==> config.mk <==
export PLATFORM = sky130hd
export DESIGN_NAME = bus_burst_master
export DESIGN_NICKNAME = d
export VERILOG_FILES = /design/src/rtl/bus_burst_master_pkg.sv /design/src/rtl/bus_wdata_fifo.sv /design/src/rtl/bus_burst_master.sv
export SDC_FILE = /design/constraint.sdc
export NUM_CORES = 1
export LEC_CHECK = 0
export ABC_AREA = 1
export CAP_MARGIN = 20
export CORE_ASPECT_RATIO = 1.75
export CORE_MARGIN = 2
export CORE_UTILIZATION = 45
export DETAILED_ROUTE_END_ITERATION = 7
export PLACE_DENSITY = 0.67
export SKIP_LAST_GASP = 1
export SYNTH_ARGS = -nofsm -noshare
export SYNTH_HDL_FRONTEND = slang
export SYNTH_SLANG_ARGS = --single-unit
export TNS_END_PERCENT = 100
==> constraint.sdc <==
create_clock -name clk_i -period 3 [get_ports clk_i]
set_input_delay 0.6 -clock clk_i [delete_from_list [all_inputs] [get_ports clk_i]]
set_output_delay 0.6 -clock clk_i [all_outputs]
set_load 0.05 [all_outputs]
==> src/rtl/bus_burst_master_pkg.sv <==
// Shared definitions for the burst bus master.
//   busState_e  : master FSM states
//   BURST_W     : width of the command burst field (words-1)
//   BUS_BURST_W : width of the bus burstSize field
//   burstWords(): converts a words-1 burst field into a word count
package bus_burst_master_pkg;

  localparam int BURST_W     = 4;
  localparam int BUS_BURST_W = 8;

  typedef enum logic [2:0] {
    S_IDLE  = 3'd0,
    S_REQ   = 3'd1,
    S_BEGIN = 3'd2,
    S_WDATA = 3'd3,
    S_WEND  = 3'd4,
    S_RDATA = 3'd5
  } busState_e;

  function automatic logic [4:0] burstWords(input logic [BURST_W-1:0] burst);
    return {1'b0, burst} + 5'd1;
  endfunction

endpackage

==> src/rtl/bus_wdata_fifo.sv <==
// Write-data buffer for the burst master: FIFO_DEPTH x 32 words.
//   clk, rst          : clock, synchronous active-high clear (empties buffer)
//   push, pushData    : write a word; ignored while full
//   pop               : remove the head word
//   drop, dropCount   : remove dropCount words at once (aborted burst); wins over pop
//   headData          : word at the head of the buffer
//   full, count       : status
module bus_wdata_fifo #(
  parameter int FIFO_DEPTH = 16
) (
  input  logic                          clk,
  input  logic                          rst,
  input  logic                          push,
  input  logic [31:0]                   pushData,
  input  logic                          pop,
  input  logic                          drop,
  input  logic [$clog2(FIFO_DEPTH):0]   dropCount,
  output logic [31:0]                   headData,
  output logic                          full,
  output logic [$clog2(FIFO_DEPTH):0]   count
);

  localparam int PTR_W = $clog2(FIFO_DEPTH);
  localparam int CNT_W = PTR_W + 1;

  logic [31:0]      mem [FIFO_DEPTH];
  logic [PTR_W-1:0] wrPtr;
  logic [PTR_W-1:0] rdPtr;
  logic             pushOk;
  logic [CNT_W-1:0] popAmount;

  assign full      = (count == CNT_W'(FIFO_DEPTH));
  assign pushOk    = push && !full;
  assign popAmount = drop ? dropCount : CNT_W'(pop);
  assign headData  = mem[rdPtr];

  always_ff @(posedge clk) begin
    if (pushOk && !rst) mem[wrPtr] <= pushData;
  end

  // Pointers are PTR_W bits wide, so adding a count wraps modulo FIFO_DEPTH.
  always_ff @(posedge clk) begin
    if (rst) begin
      wrPtr <= '0;
      rdPtr <= '0;
      count <= '0;
    end else begin
      wrPtr <= wrPtr + PTR_W'(pushOk);
      rdPtr <= rdPtr + PTR_W'(popAmount);
      count <= count + CNT_W'(pushOk) - popAmount;
    end
  end

endmodule

==> src/rtl/bus_burst_master.sv <==
// Burst bus master: accepts read/write burst commands, arbitrates for the bus
// and runs one burst at a time on a wired-OR bus.
//   cmd_*          : command port (valid/ready)
//   wr_*           : write-data buffer fill port
//   rd_valid/data  : read data stream (1-cycle latency, no backpressure)
//   done/error     : single-cycle completion / abort pulses
//   bus_request/grant, bus_*_o, bus_*_i : arbiter and bus side
//   dbgState_o     : current FSM state for observation
//
// Command handshake: a command transfers on a rising edge where
// cmd_valid_i && cmd_ready_o. cmd_ready_o is high only in IDLE and, for a
// write, only once the buffer already holds the whole burst, so a write burst
// can never underrun. cmd_ready_o does not depend on cmd_valid_i.
module bus_burst_master
  import bus_burst_master_pkg::*;
#(
  parameter int FIFO_DEPTH = 16
) (
  input  logic                   clk_i,
  input  logic                   rst_i,
  input  logic                   cmd_valid_i,
  output logic                   cmd_ready_o,
  input  logic                   cmd_read_i,
  input  logic [31:0]            cmd_addr_i,
  input  logic [BURST_W-1:0]     cmd_burst_i,
  input  logic [3:0]             cmd_be_i,
  input  logic                   wr_push_i,
  input  logic [31:0]            wr_data_i,
  output logic                   wr_full_o,
  output logic [4:0]             wr_count_o,
  output logic                   rd_valid_o,
  output logic [31:0]            rd_data_o,
  output logic                   done_o,
  output logic                   error_o,
  output logic                   bus_request_o,
  input  logic                   bus_grant_i,
  output logic                   bus_beginTransaction_o,
  output logic                   bus_endTransaction_o,
  output logic [31:0]            bus_addrData_o,
  output logic [3:0]             bus_byteEnables_o,
  output logic [BUS_BURST_W-1:0] bus_burstSize_o,
  output logic                   bus_readNWrite_o,
  output logic                   bus_dataValid_o,
  input  logic [31:0]            bus_addrData_i,
  input  logic                   bus_dataValid_i,
  input  logic                   bus_endTransaction_i,
  input  logic                   bus_busy_i,
  input  logic                   bus_error_i,
  output busState_e              dbgState_o
);

  localparam int CNT_W = $clog2(FIFO_DEPTH) + 1;

  busState_e          state, stateNext;
  logic [31:0]        addrQ;
  logic [BURST_W-1:0] burstQ;
  logic [3:0]         beQ;
  logic               readQ;
  logic [4:0]         wordsLeftQ, wordsLeftNext;
  logic [4:0]         rdCountQ, rdCountNext;
  logic               rdValidQ;
  logic [31:0]        rdDataQ;

  logic               cmdAccept;
  logic               fifoPop, fifoDrop, fifoFull;
  logic [31:0]        fifoHead;
  logic [CNT_W-1:0]   fifoCount;

  bus_wdata_fifo #(.FIFO_DEPTH(FIFO_DEPTH)) wdataFifo (
    .clk       (clk_i),
    .rst       (rst_i),
    .push      (wr_push_i),
    .pushData  (wr_data_i),
    .pop       (fifoPop),
    .drop      (fifoDrop),
    .dropCount (CNT_W'(wordsLeftQ)),
    .headData  (fifoHead),
    .full      (fifoFull),
    .count     (fifoCount)
  );

  // Every output is forced low while rst_i is high, even mid-transaction.
  always_comb begin
    stateNext              = state;
    wordsLeftNext          = wordsLeftQ;
    rdCountNext            = rdCountQ;
    cmd_ready_o            = 1'b0;
    cmdAccept              = 1'b0;
    fifoPop                = 1'b0;
    fifoDrop               = 1'b0;
    done_o                 = 1'b0;
    error_o                = 1'b0;
    bus_request_o          = 1'b0;
    bus_beginTransaction_o = 1'b0;
    bus_endTransaction_o   = 1'b0;
    bus_addrData_o         = '0;
    bus_byteEnables_o      = '0;
    bus_burstSize_o        = '0;
    bus_readNWrite_o       = 1'b0;
    bus_dataValid_o        = 1'b0;
    if (!rst_i) begin
      case (state)
        S_IDLE: begin
          cmd_ready_o = cmd_read_i || (fifoCount >= CNT_W'(burstWords(cmd_burst_i)));
          cmdAccept   = cmd_valid_i && cmd_ready_o;
          if (cmdAccept) stateNext = S_REQ;
        end
        S_REQ: begin
          bus_request_o = 1'b1;
          if (bus_grant_i) stateNext = S_BEGIN;
        end
        S_BEGIN: begin
          bus_request_o          = 1'b1;
          bus_beginTransaction_o = 1'b1;
          bus_addrData_o         = addrQ;
          bus_byteEnables_o      = beQ;
          bus_burstSize_o        = {4'b0, burstQ};
          bus_readNWrite_o       = readQ;
          if (bus_error_i) begin
            error_o   = 1'b1;
            fifoDrop  = !readQ;
            stateNext = S_IDLE;
          end else begin
            stateNext = readQ ? S_RDATA : S_WDATA;
          end
        end
        S_WDATA: begin
          bus_request_o   = 1'b1;
          bus_dataValid_o = 1'b1;
          bus_addrData_o  = fifoHead;
          if (bus_error_i) begin
            // The word on the bus this cycle is not taken; drop it and the rest.
            error_o   = 1'b1;
            fifoDrop  = 1'b1;
            stateNext = S_IDLE;
          end else if (!bus_busy_i) begin
            fifoPop       = 1'b1;
            wordsLeftNext = wordsLeftQ - 5'd1;
            if (wordsLeftQ == 5'd1) stateNext = S_WEND;
          end
        end
        S_WEND: begin
          bus_request_o        = 1'b1;
          bus_endTransaction_o = 1'b1;
          done_o               = 1'b1;
          stateNext            = S_IDLE;
        end
        S_RDATA: begin
          bus_request_o = 1'b1;
          if (bus_dataValid_i && rdCountQ != 5'd31) rdCountNext = rdCountQ + 5'd1;
          if (bus_error_i) begin
            error_o   = 1'b1;
            stateNext = S_IDLE;
          end else if (bus_endTransaction_i) begin
            // Count includes a word arriving together with the end marker.
            if (rdCountNext == burstWords(burstQ)) done_o = 1'b1;
            else                                   error_o = 1'b1;
            stateNext = S_IDLE;
          end
        end
        default: stateNext = S_IDLE;
      endcase
    end
  end

  always_ff @(posedge clk_i) begin
    if (rst_i) begin
      state      <= S_IDLE;
      addrQ      <= '0;
      burstQ     <= '0;
      beQ        <= '0;
      readQ      <= 1'b0;
      wordsLeftQ <= '0;
      rdCountQ   <= '0;
      rdValidQ   <= 1'b0;
      rdDataQ    <= '0;
    end else begin
      state <= stateNext;
      if (cmdAccept) begin
        addrQ      <= cmd_addr_i;
        burstQ     <= cmd_burst_i;
        beQ        <= cmd_be_i;
        readQ      <= cmd_read_i;
        wordsLeftQ <= burstWords(cmd_burst_i);
        rdCountQ   <= '0;
      end else begin
        wordsLeftQ <= wordsLeftNext;
        rdCountQ   <= rdCountNext;
      end
      rdValidQ <= (state == S_RDATA) && bus_dataValid_i;
      rdDataQ  <= ((state == S_RDATA) && bus_dataValid_i) ? bus_addrData_i : '0;
    end
  end

  assign rd_valid_o = rdValidQ && !rst_i;
  assign rd_data_o  = rst_i ? '0 : rdDataQ;
  assign wr_full_o  = fifoFull && !rst_i;
  // The count port is 5 bits; deeper buffers report saturated at 31.
  assign wr_count_o = rst_i ? 5'd0 :
                      (fifoCount > CNT_W'(31)) ? 5'd31 : fifoCount[4:0];
  assign dbgState_o = rst_i ? S_IDLE : state;

endmodule

# == After elaboration in Yosys (flattened, before gate mapping) ==
# Memories as Yosys holds them, arrays and structs flattened. A register that Yosys moved wholly into a read port is not among the register bits.
# Index checks and enable logic that the tools add are counted.
# Widths: inputs -> output; s select.
# totals
reg_bits,100
mem_bits_rw,512
inputBits,114
output_inout_bits,94
wordCells,122
mem_count,1
# memory_table
name,words,width,rd,rd_clocked_by_memory_dff,write_ports,line,text
wdataFifo.mem,16,32,1,1,1,bus_wdata_fifo.sv:26,logic [31:0] mem [FIFO_DEPTH];
# classes
add_sub_neg,8
n_lt_le_gt_ge,2
eq_ne,16
n_mux,63
n_bitwise,1
n_reduce_logical,19
# op_table
op,count
$mux 32,2
$pmux 32 s2,1
$mux 5,10
$mux 1,31
$mux 3,10
$mux 4,5
$pmux 3 s5,1
$add 4x1->5 const B,2
$ne 3x3->1 const B,3
$logic_and 1x1->1,7
$eq 3x2->1 const B,2
$eq 3x3->1 const B,2
$pmux 1 s2,3
$reduce_or 2->1,3
$add 5x1->5,1
$add 5x1->5 const B,1
$eq 5x1->1 const B,1
$eq 5x5->1,1
$eq 5x5->1 const B,1
$ge 5x5->1,1
$gt 5x5->1 const B,1
$ne 5x5->1 const B,1
$reduce_and 5->1,1
$reduce_or 5->1,1
other kinds (13),17

# == Depth between registers and ports, before layout ==
# Gate-level depths: netlist (run 1).
# depth
depth_word,11
mapped_depth,15
depth_no_buf,15

# == Modules after synthesis ==
# From an unflattened synthesis (run 1), not the netlist that was laid out.
# unflattened
cells_unflattened,2856
hier_area_um2,27284.9
# by_module_without_submodules
module,n_inst,cells_per_inst,area_per_inst_um2,seq_area_each_um2
bus_wdata_fifo,1,2193,22860.7,15635.0
bus_burst_master,1,663,4424.2,1741.7

# == Worst setup path after synthesis (run 1) ==
# Ideal clock, no wire load.
# synth_path
kind,in2out
startpoint,input port rst_i
endpoint,output port done_o
t_arrival_ns,2.445
required_time_ns,2.400
slack_ns,-0.045
stages,4
path_buffers,1
path_cell_list,buf_2 nor2_1 inv_1 o22ai_1
# synth_between
elab_chain_cells,1
# synth_rtl
element,line,text
start: declaration,bus_burst_master.sv:20,"input logic rst_i,"
$mux 1,bus_burst_master.sv:101,if (!rst_i) begin
end: declaration,bus_burst_master.sv:33,"output logic done_o,"
# Every way passes these cells.

# == Worst setup path in the final report (run 1) ==
# layout_path
startpoint,register rdCountQ[0]
endpoint,register rdCountQ[1]
# layout_between
elab_chain_cells,5
word_cells_on_any_way,6
classes_between,1 x add/sub; 1 x eq/ne; 3 x mux; 1 x reduce/logical
# layout_rtl
element,line,text
start: declaration,bus_burst_master.sv:60,"logic [4:0] rdCountQ, rdCountNext;"
start signal: assignment,bus_burst_master.sv:188,rdCountQ <= rdCountNext;
branches (longest 2 deep; another with $add 5x1->5),n/a,
$mux 5 *,bus_burst_master.sv:150,if (bus_dataValid_i && rdCountQ != 5'd31) rdCountNext = rdCountQ + 5'd1;
$mux 5 *,bus_burst_master.sv:102,case (state)
$mux 5 *,bus_burst_master.sv:101,
# Mark *: on every way between the ends. The select of a mux whose other input is x is not followed.
# A chain may end at the register's enable or synchronous reset.

==> flow_metrics.py, run 1 <==
metrics = {
    "critical_path": {
        "cp_top_family": "buffers and inverters",
        "r2r_slack_ps": -190,
        "path_buf_inv": 16,
        "timing.rr.end": "rdCountQ[1]",
        "timing_worst_setup_path_type": "reg -> reg",
        "path_cells": "ha_4 -> nand2_2 -> nor2_2 -> ha_2 -> clkinv_4 -> buf_6 -> nand3_4 -> nand2_2 -> buf_4 -> buf_4 -> buf_4 -> buf_4 -> buf_4 -> buf_4 -> buf_4 -> buf_4 -> buf_4 -> buf_4 -> buf_4 -> buf_4 -> buf_4 -> buf_4 -> nand2_2 -> a21oi_2",
        "arrival_ps": 3670,
        "r2r-start": "rdCountQ[0]",
        "worstSetupEndpointType": "register",
        "cp-start-kind": "register",
        "worst-path-max-fanout": 6,
        "cp_common_cell": "buf_4",
        "worstPathRequired_ps": 3480,
        "rr_worst_depth": 24,
        "critPathCapture": "rdCountQ[1]",
        "path_depth": 24,
        "cp-startpoint": "rdCountQ[0]",
        "slowest_stage": "dfxtp_4",
        "max_stage_delay_ps": 370,
    },
    "synthesis": {
        "synthMuxAreaShare_pct": 0,
        "synth_compound_area_share_pct": 12.7,
        "synth_fa_ha_area_share_pct": 1.28,
        "syn_area_mm2": 0.0265,
        "synthCells": 2394,
        "synth_edf_count": 512,
        "ys.flop_type": "edfxtp_1",
        "ys_seq_area_share_pct": 65.5,
        "synth_top_family_by_area": "compound AO/OA/AOI/OAI gates",
        "synthDistinctLibCells": 38,
        "ys_ff_latch": 612,
        "avgSynthCellArea_um2": 11.1,
        "yosys_warnings": 0,
        "synth-xor-area-share_pct": 0.297,
        "ys_async_sr_fraction_pct": 0,
        "yosys.area_share.simple_pct": 10.7,
    },
    "final_layout": {
        "drive_gt1_share_pct": 23.0,
        "fin_nets": 2859,
        "final_common_cell": "edfxtp_1",
        "areaGrowthSynthToFinish_pct": 28.2,
        "fin_area_mm2": 0.0340,
        "utilization_pct": 58.3,
        "mostFrequentLayoutCells": "edfxtp_1, inv_1, nand2_1",
    },
    "placement": {
        "placed_cell_area_mm2": 0.0306,
        "portBuffers": 203,
        "dp_hpwl_um": 43100,
        "gp_congestion": 0.902,
    },
    "global_route": {
        "grt_pass1_vias": 18400,
        "track_usage_pct": 22.7,
        "grt_start_max_net_pins": 61,
        "grt_antenna_before_repair": 6,
        "grt_pass1_wl_um": 106000,
        "overflow": 0,
    },
    "clock_tree": {
        "clock_tree.buffer_depth": 3,
        "cts_root_buf": "clkbuf_16",
        "path_clk_slew_ps": 70,
        "numClockSinks": 612,
        "ctsHoldBuffers": 0,
        "htree_levels": 2,
        "cts_tree": "built",
        "clock_latency_ps": 590,
        "cts_buffers": 53,
    },
    "route": {
        "drc": 0,
        "dr.pass1.iters": 6,
        "vias_per_cell": 5.39,
        "via_count": 19000,
        "routed_wl_um": 74000,
        "drtAntennaViolNets": 0,
        "drt_iter0_drc": 1454,
        "wl_per_cell_um": 21.0,
    },
    "die": {
        "die_h_um": 325,
        "die_area_mm2": 0.0609,
        "core_mm2": 0.0583,
        "die_width_um": 187,
        "start_util_pct": 45.5,
        "ios": 208,
        "std_cell_rows": 117,
    },
    "sta": {
        "setup_violations": 7,
        "slew_headroom_pct": 62.1,
        "skew_ps": 27.8,
        "max_freq_ghz": 0.313,
        "hold_viol": 0,
        "min_period_ps": 3190,
        "worst_pin_slew_ps": 567,
        "fin_crit_sh_pct": 106,
        "tns_ps": -764,
        "drv_slew": 0,
        "worst_slack_ps": -190,
        "rsz0062_at_grt": "true",
    },
    "hold_path": {
        "worstHoldPathType": "in -> reg",
    },
    "power": {
        "ir_worst_vdd_mv": 0.535,
        "leakagePower_nw": 12.6,
        "p_per_area_mw_per_mm2": 564,
    },
    "outcome": {
        "outcome": "finished with violations",
        "violations": "setup timing",
    },
    "job": {
        "cap_violations": 0,
    },
}
power breakdown:
group / switching [W] / total (W) / leakage, nW / internal (W)
Clock: 0.00297 / 0.00661 / 0.815 / 0.00364
Combinational: 0.00182 / 0.00295 / 6.32 / 0.00113
Sequential: 0.000132 / 0.00962 / 5.43 / 0.00949
cells in the mapped netlist (all sizes together) (7+ instances only):
| cell | count | area [um^2] |
|---|---|---|
| nor2 | 133 | 509 |
| inv | 421 | 1580 |
| o211ai | 120 | 901 |
| clkbuf | 47 | 184 |
| buf | 95 | 733 |
| edfxtp | 512 | 15400 |
| nand3 | 248 | 1250 |
| nand4 | 7 | 43.8 |
| nand2 | 267 | 1010 |
| ha | 24 | 300 |
| dfxtp | 100 | 2000 |
| a21oi | 158 | 1220 |
| o21ai | 231 | 1160 |
worst min-delay path, stage by stage:
cell and delay, ps:
dlymetal6s2s_1 180, nand3_1 150, o21ai_1 70
area by class of cell:
type | instances | area [um^2]
fill | 4597 | 24300
sequential | 612 | 17400
multi-input combinational | 1219 | 7360
timing repair buffer | 409 | 5030
inverter | 424 | 1600
clock buffer | 68 | 1450
tap | 773 | 967
clock inverter | 23 | 195
antenna | 2 | 5.00
worst min-delay path by stage:
stage | start | endpoint | slack [ps] | cells after the start
after detailed placement | addrQ[0] | addrQ[0] | 450 | 2
after CTS | addrQ[0] | addrQ[0] | 470 | 2
after global placement | addrQ[17] | addrQ[17] | 450 | 2
final | cmd_burst_i[3] | burstQ[3] | 450 | 3
after global routing | cmd_burst_i[3] | burstQ[3] | 450 | 3
after floorplan | beQ[3] | beQ[3] | 440 | 2
per-stage QoR:
stage / std cells / power [W] / setup slack [ps] / hold WS (ps)
final: 3530 / 0.0192 / -190 / 454
after global routing: 3530 / 0.0198 / -269 / 450
after CTS: 3497 / 0.0190 / -116 / 465
after detailed placement: 3354 / 0.0124 / -668 / 454
after global placement: 3354 / 0.0123 / -686 / 450
after floorplan: 2397 / 0.0113 / 57.3 / 440
what timing repair did:
item / CTS / global route
endpoints found under the setup margin: 35 / 37
pin swaps: 13 / 41
gates resized for setup: 65 / 124
buffers inserted: 46 / 13
gates cloned: 6 / 21
per-layer routing:
layer / up-vias / track usage [%] / part of all wire (%)
met5: - / 0 / 0.054
met4: 6 / 8.47 / 4.3
met3: 195 / 3.36 / 7.0
met2: 778 / 41.1 / 51
met1: 9213 / 27.3 / 38
li1: 8820 / - / -
registers in the layout, indices dropped and copies added, names as in the netlist, 5 cells and up:
name,cells
addrQ,32
wdataFifo.mem,512
wdataFifo.count,5
rdCountQ,5
wordsLeftQ,5
rdDataQ,32
cells by family (layout without fill, tap and decap cells):
kind of cell | count (synthesis) | after routing
other | 1 | 6
xor gates and xnor gates | 9 | 9
and+or+nand+nor | 659 | 659
AOI/OAI and AO/OA | 521 | 521
adders and majority gates | 26 | 26
DFF | 612 | 612
buffers and inverters | 566 | 924
Power figures use the tool's default switching activity.
==> run 2: changes to the inputs <==
--- a/config.mk
+++ b/config.mk
@@ -6,6 +6,7 @@
 export NUM_CORES = 1
 export LEC_CHECK = 0
 export ABC_AREA = 1
+export ABC_CLOCK_PERIOD_IN_PS = 3000
 export CAP_MARGIN = 20
 export CORE_ASPECT_RATIO = 1.75
 export CORE_MARGIN = 2
==> results of run 2 <==
Final layout, timing and power as in run 1 (identical DEF).
==> RTL change 1, RTL diff (flow settings as in run 2) <==
`rdDataQ` no longer has a reset.
--- a/src/rtl/bus_burst_master.sv
+++ b/src/rtl/bus_burst_master.sv
@@ -175,3 +175,2 @@
       rdValidQ   <= 1'b0;
-      rdDataQ    <= '0;
     end else begin
@@ -190,4 +189,7 @@
       rdValidQ <= (state == S_RDATA) && bus_dataValid_i;
-      rdDataQ  <= ((state == S_RDATA) && bus_dataValid_i) ? bus_addrData_i : '0;
     end
+  end
+
+  always_ff @(posedge clk_i) begin
+    rdDataQ <= ((state == S_RDATA) && bus_dataValid_i) ? bus_addrData_i : '0;
   end
Formal check against the unedited RTL: not equivalent (a bounded check fails within 10 cycles, from zero or initial values and one cycle with rst_i high; the reset may be asserted at any time).
==> RTL change 1 against run 2 <==
  * The flow still finishes with violations (setup timing)
  * Wire length grew 4.6%
  * Area after synthesis is 4.2% lower
  * Design area down 3.5%
  * Worst hold slack got worse by 0.18 ns
  * Sequential cell count is the same
  * Power increased by 2.9%
  * First-iteration DRC count up 19%
  * Worst setup slack improved by 0.0019 ns
  * Critical path type is now flop to primary output
  * Critical endpoint is now bus_addrData_o[3]
  * Largest cell class unchanged
  * Largest power group unchanged
==> RTL change 1: results (changes against run 2) <==
stage	metric	value	unit	change
place	io_buffers	203		unchanged
power_and_ir_drop	p_leak	11.9	nW	-5.5%
layout	buffer_area_share	14.6	%	-0.20 points
clock_tree	post_cts_buffers	41		-11%
detailed_routing	vias_per_cell	5.73		+6.4%
global_route	grt_pass1_wl	113	mm	+6.5%
clock_tree	cts.repair.resized	166		+160%
layout	nFillCells	4363		-5.1%
clock_tree	clk_pin_slew_worst_paths	0.07	ns	about the same
layout	finalNetCount	2728		-4.6%
synthesis	post_synth_num_cell_types	45		+18%
layout	buffers	372		-9.0%
place	gp_congestion	0.895		-0.80%
global_route	grt_antenna_before_repair	5		-1
place	place_hpwl	42.7	mm	-0.90%
layout	clockBufferCount	65		-4.4%
timing	fin_tns_setup	-1.33	ns	-0.564 ns
layout	n_antenna_cell	3		+1
detailed_routing	dr.pass1.iters	6		unchanged
layout	seqCellArea	0.0174	sq mm	about the same
synthesis	synth.top_cells.by_count	edfxtp_1, nor2_1, o21ai_0		
synthesis	ys_seq_area_share	68.5	%	+2.9 points
synthesis	synth_warnings	0		unchanged
clock_tree	clockRootBuffer	clkbuf_16		
timing	finalSetupViolCount	27		+20
power_and_ir_drop	ir_worst_vdd	0.519	mV	-2.9%
critical_path	cp.arrival	2.59	ns	-1.08 ns
place	dpl_cell_area	0.0290	sq mm	-5.1%
clock_tree	clk_latency	0.61	ns	+0.02 ns
detailed_routing	drt_iter0_drc	1737		+19%
layout	multi_input_area_share	22.2	%	+0.54 points
timing	fin_ws	-0.188	ns	+0.00194 ns
layout	top_regs	wdataFifo.mem (512), addrQ (32), rdDataQ (32)		
critical_path	slowest_stage	dfxtp_4		
layout	multi_input_gates	1382		+13%
run_status	violations	setup timing		
layout	clk_share	5.31	%	+0.49 points
global_route	grt_start_max_net_pins	59		-3.3%
run_status	outcome	finished with violations		
synthesis	async_flop_share	0	%	unchanged
die	num_rows	115		-1.7%
place	dp_slack	-0.616	ns	+0.0516 ns
critical_path	critPathMaxStageDelay	0.39	ns	+0.02 ns
layout	multiInputGateArea	0.00727	sq mm	-1.2%
layout	drive_gt1_share	18.3	%	-4.7 points
timing	skew	0.0317	ns	+0.00399 ns
global_route	grt_pass1_vias	19000		+3.1%
timing	tightestPinTransition	0.604	ns	+0.0371 ns
synthesis	synth.top_cells.by_area	edfxtp_1, dfxtp_1, nor2_1		
critical_path	worstPathMaxFanout	7		+1
clock_tree	cts_made_buffers	51		-3.8%
critical_path	cp_top_family	buffers and inverters		
layout	n_all_inverters	169		-60%
global_route	track_usage	25.8	%	+3.1 points
detailed_routing	wl_per_cell	23.2	um	+11%
==> RTL change 1: changes by cell type after synthesis, moves of 20 or more <==
| cell | change |
|---|---|
| a21oi_2 | -115 |
| inv_1 | -259 |
| nor2_1 | +345 |
| nand3_1 | -160 |
| o21ai_0 | +229 |
| o21ai_1 | -135 |
| o211ai_1 | -20 |
| buf_6 | -21 |
==> RTL change 1: layer usage <==
| metal | GRT usage [%] | up-vias | share of wire [%] |
|---|---|---|---|
| met5 | 0 | - | 0.030 |
| met4 | 13.8 | 4 | 5.4 |
| met3 | 4.07 | 234 | 9.0 |
| met2 | 46.0 | 1107 | 51 |
| met1 | 29.3 | 9217 | 35 |
| li1 | - | 8557 | - |
==> RTL change 1: report_power, final <==
group,internal (mW),switching [mW]
Sequential,9.48,0.173
Combinational,1.15,1.94
Clock,3.94,3.05
Total,14.6,5.15
==> RTL change 1: path summary, 6_finish.rpt <==
| kind | from | endpoint | slack (ns) | cells past startpoint |
|---|---|---|---|---|
| hold / removal | cmd_burst_i[1] | burstQ[1] | 0.28 | 3 |
| setup reg to reg | rdCountQ[0] | rdCountQ[3] | -0.06 | 23 |
| setup / recovery | wdataFifo.rdPtr[0] | bus_addrData_o[3] | -0.19 | 11 |
| hold reg to reg | addrQ[9] | addrQ[9] | 0.47 | 2 |
==> RTL change 1: cells by family after synthesis <==
logic type	share of synthesized area, %
AO/OA/AOI/OAI	11.2
adder cells (fa/ha/maj)	1.34
buffers and inverters	5.40
AND/OR/NAND/NOR	13.2
XOR/XNOR	0.380
other	0.0148
flip-flops	68.5
==> RTL change 1: metrics by stage <==
stage | hold slack, ns | instances
final | 0.278 | 3335
after global routing | 0.300 | 3334
after CTS | 0.398 | 3324
after detailed placement | 0.450 | 3160
after global placement | 0.450 | 3160
after floorplan | 0.440 | 2299
==> RTL change 2, RTL diff (settings of run 2) <==
Made on the original files. Make the reset (`rst` and `rst_i`) asynchronous in 2 clocked blocks.
--- a/src/rtl/bus_wdata_fifo.sv
+++ b/src/rtl/bus_wdata_fifo.sv
@@ -41,3 +41,3 @@
   // Pointers are PTR_W bits wide, so adding a count wraps modulo FIFO_DEPTH.
-  always_ff @(posedge clk) begin
+  always_ff @(posedge clk or posedge rst) begin
     if (rst) begin
--- a/src/rtl/bus_burst_master.sv
+++ b/src/rtl/bus_burst_master.sv
@@ -165,3 +165,3 @@
 
-  always_ff @(posedge clk_i) begin
+  always_ff @(posedge clk_i or posedge rst_i) begin
     if (rst_i) begin
Function: no difference found for any inputs over 4 cycles, from zero or initial values and one cycle with rst_i high; that may be too few to reach the edited logic, so the function may still have changed.
==> RTL change 2 against run 2 <==
  * The flow still finishes with violations (setup timing)
  * Global-route usage up 0.42 points
  * Synthesized cell count increased by 0.50%
  * Worst setup slack improved by 0.045 ns
  * Sequential cell count unchanged
  * Register-to-register slack better by 0.40 ns
  * Die area is 0.43% higher
  * Area after synthesis up 0.44%
  * Wire length is 0.35% higher
  * Design area increased by 0.77%
Power is not compared: it rests on default switching activity, and its combinational part moved more than twofold at a synthesized area within 25%.
==> RTL change 2: results (changes against run 2) <==
stage	metric	value	unit	change
layout	drive_gt1_share	18.9	%	-4.2 points
global_route	grt_pass1_vias	18900		+2.4%
global_route	grt_start_max_net_pins	75		+23%
place	place_hpwl	42.3	mm	-1.7%
synthesis	synth.top_cells.by_count	edfxtp_1, inv_1, nand2_1		
detailed_routing	drt_wl_total	74.3	mm	+0.35%
timing	fin_tns_setup	-1.12	ns	-0.357 ns
critical_path	slowest_stage	dfrtp_2		
detailed_routing	vias_per_cell	5.43		+0.75%
place	dpl_cell_area	0.0305	sq mm	about the same
critical_path	r2r_cells	15		-38%
timing	tightestPinTransition	1.02	ns	+0.448 ns
layout	fin_cells	3513		-0.48%
clock_tree	cts_made_buffers	51		-3.8%
global_route	grt_antenna_before_repair	3		-3
critical_path	cp_top_family	simple AND/OR/NAND/NOR gates		
critical_path	startpoint	rdCountQ[0]		
detailed_routing	dr.pass1.iters	5		-1
critical_path	worstPathMaxFanout	5		-1
run_status	violations	setup timing		
critical_path	critPathMaxStageDelay	0.44	ns	+0.07 ns
detailed_routing	drt_iter0_drc	1840		+27%
timing	fin_ws	-0.144	ns	+0.0454 ns
layout	finalNetCount	2832		-0.94%
run_status	outcome	finished with violations		
synthesis	ys_seq_area_share	67.1	%	+1.6 points
synthesis	synth.top_cells.by_area	edfxtp_1, dfrtp_1, inv_1		
critical_path	rr_startpoint	state[1]		
global_route	track_usage	23.1	%	+0.42 points
place	dp_slack	-0.514	ns	+0.154 ns
min_path	hp-class	input port to async pin		
timing	finalSetupViolCount	24		+17
place	dp_cells	3361		+0.21%
timing	skew	0.0131	ns	-0.0147 ns
critical_path	cp.arrival	2.54	ns	-1.13 ns
power_and_ir_drop	p_comb_share	44.0	%	
global_route	grt_pass1_wl	109	mm	+2.4%
place	gp_congestion	0.874		-3.1%
synthesis	async_flop_share	16.3	%	+16 points
layout	nFillCells	4523		-1.6%
critical_path	r2r_end	wdataFifo.count[4]		
RTL change 2: cell types whose count changed in the layout (fill, tap and decap cells not counted), moves of 33 or more:
cell,before,now
dfrtp_1,0,95
dfxtp_1,94,0
buf_4,163,78
nand2_1,228,288
a21oi_2,113,61
a21oi_1,41,89
o21ai_1,161,115
o21ai_0,34,68
nand3_1,221,188
RTL change 2: layout make-up:
type	instances	area (sq um)	share of cell area (%)
Tap cell	780	976	2.85
Multi-Input combinational cell	1241	7170	20.9
Clock buffer	64	1370	3.98
Antenna cell	3	7.51	0.0219
Timing Repair Buffer	366	4990	14.6
Sequential cell	612	17900	52.2
Clock inverter	27	265	0.774
Inverter	420	1590	4.63
RTL change 2: worst max path at each step:
stage                                      to  slack [ns]  depth (start not counted)
after CTS                             error_o       -0.18                         14
after floorplan           wdataFifo.mem[0][0]        0.07                          4
after global placement     wdataFifo.count[4]       -0.43                         13
after global routing                   done_o       -0.23                         14
after detailed placement   wdataFifo.count[4]       -0.51                         13
final                                  done_o       -0.14                         14
RTL change 2: repair_timing:
| action | CTS | global route |
|---|---|---|
| resized for setup | 143 | 187 |
| setup buffers | 18 | 7 |
| endpoints found under the setup margin | 36 | 38 |
| cloned | 17 | 17 |
| pin swaps | 54 | 126 |
RTL change 2: cell families (layout without fill, tap and decap cells):
kind of cell               count (synthesis)  in the layout  synth area share [%]
AOI/OAI and AO/OA                        475            475                  10.2
other                                      1              7                0.0141
and+or+nand+nor                          722            722                  11.5
DFF                                      612            612                  67.1
buffers and inverters                    556            877                  9.42
xor gates and xnor gates                  14             14                 0.460
adders and majority gates                 26             26                  1.28
RTL change 2: per-layer routing:
metal  GRT usage, %  wire (um)  up-vias
met5              0         13        -
met4           9.43       2950        2
met3           3.79       5630      190
met2           41.1      37900      866
met1           27.9      27800     9282
li1               -          -     8723
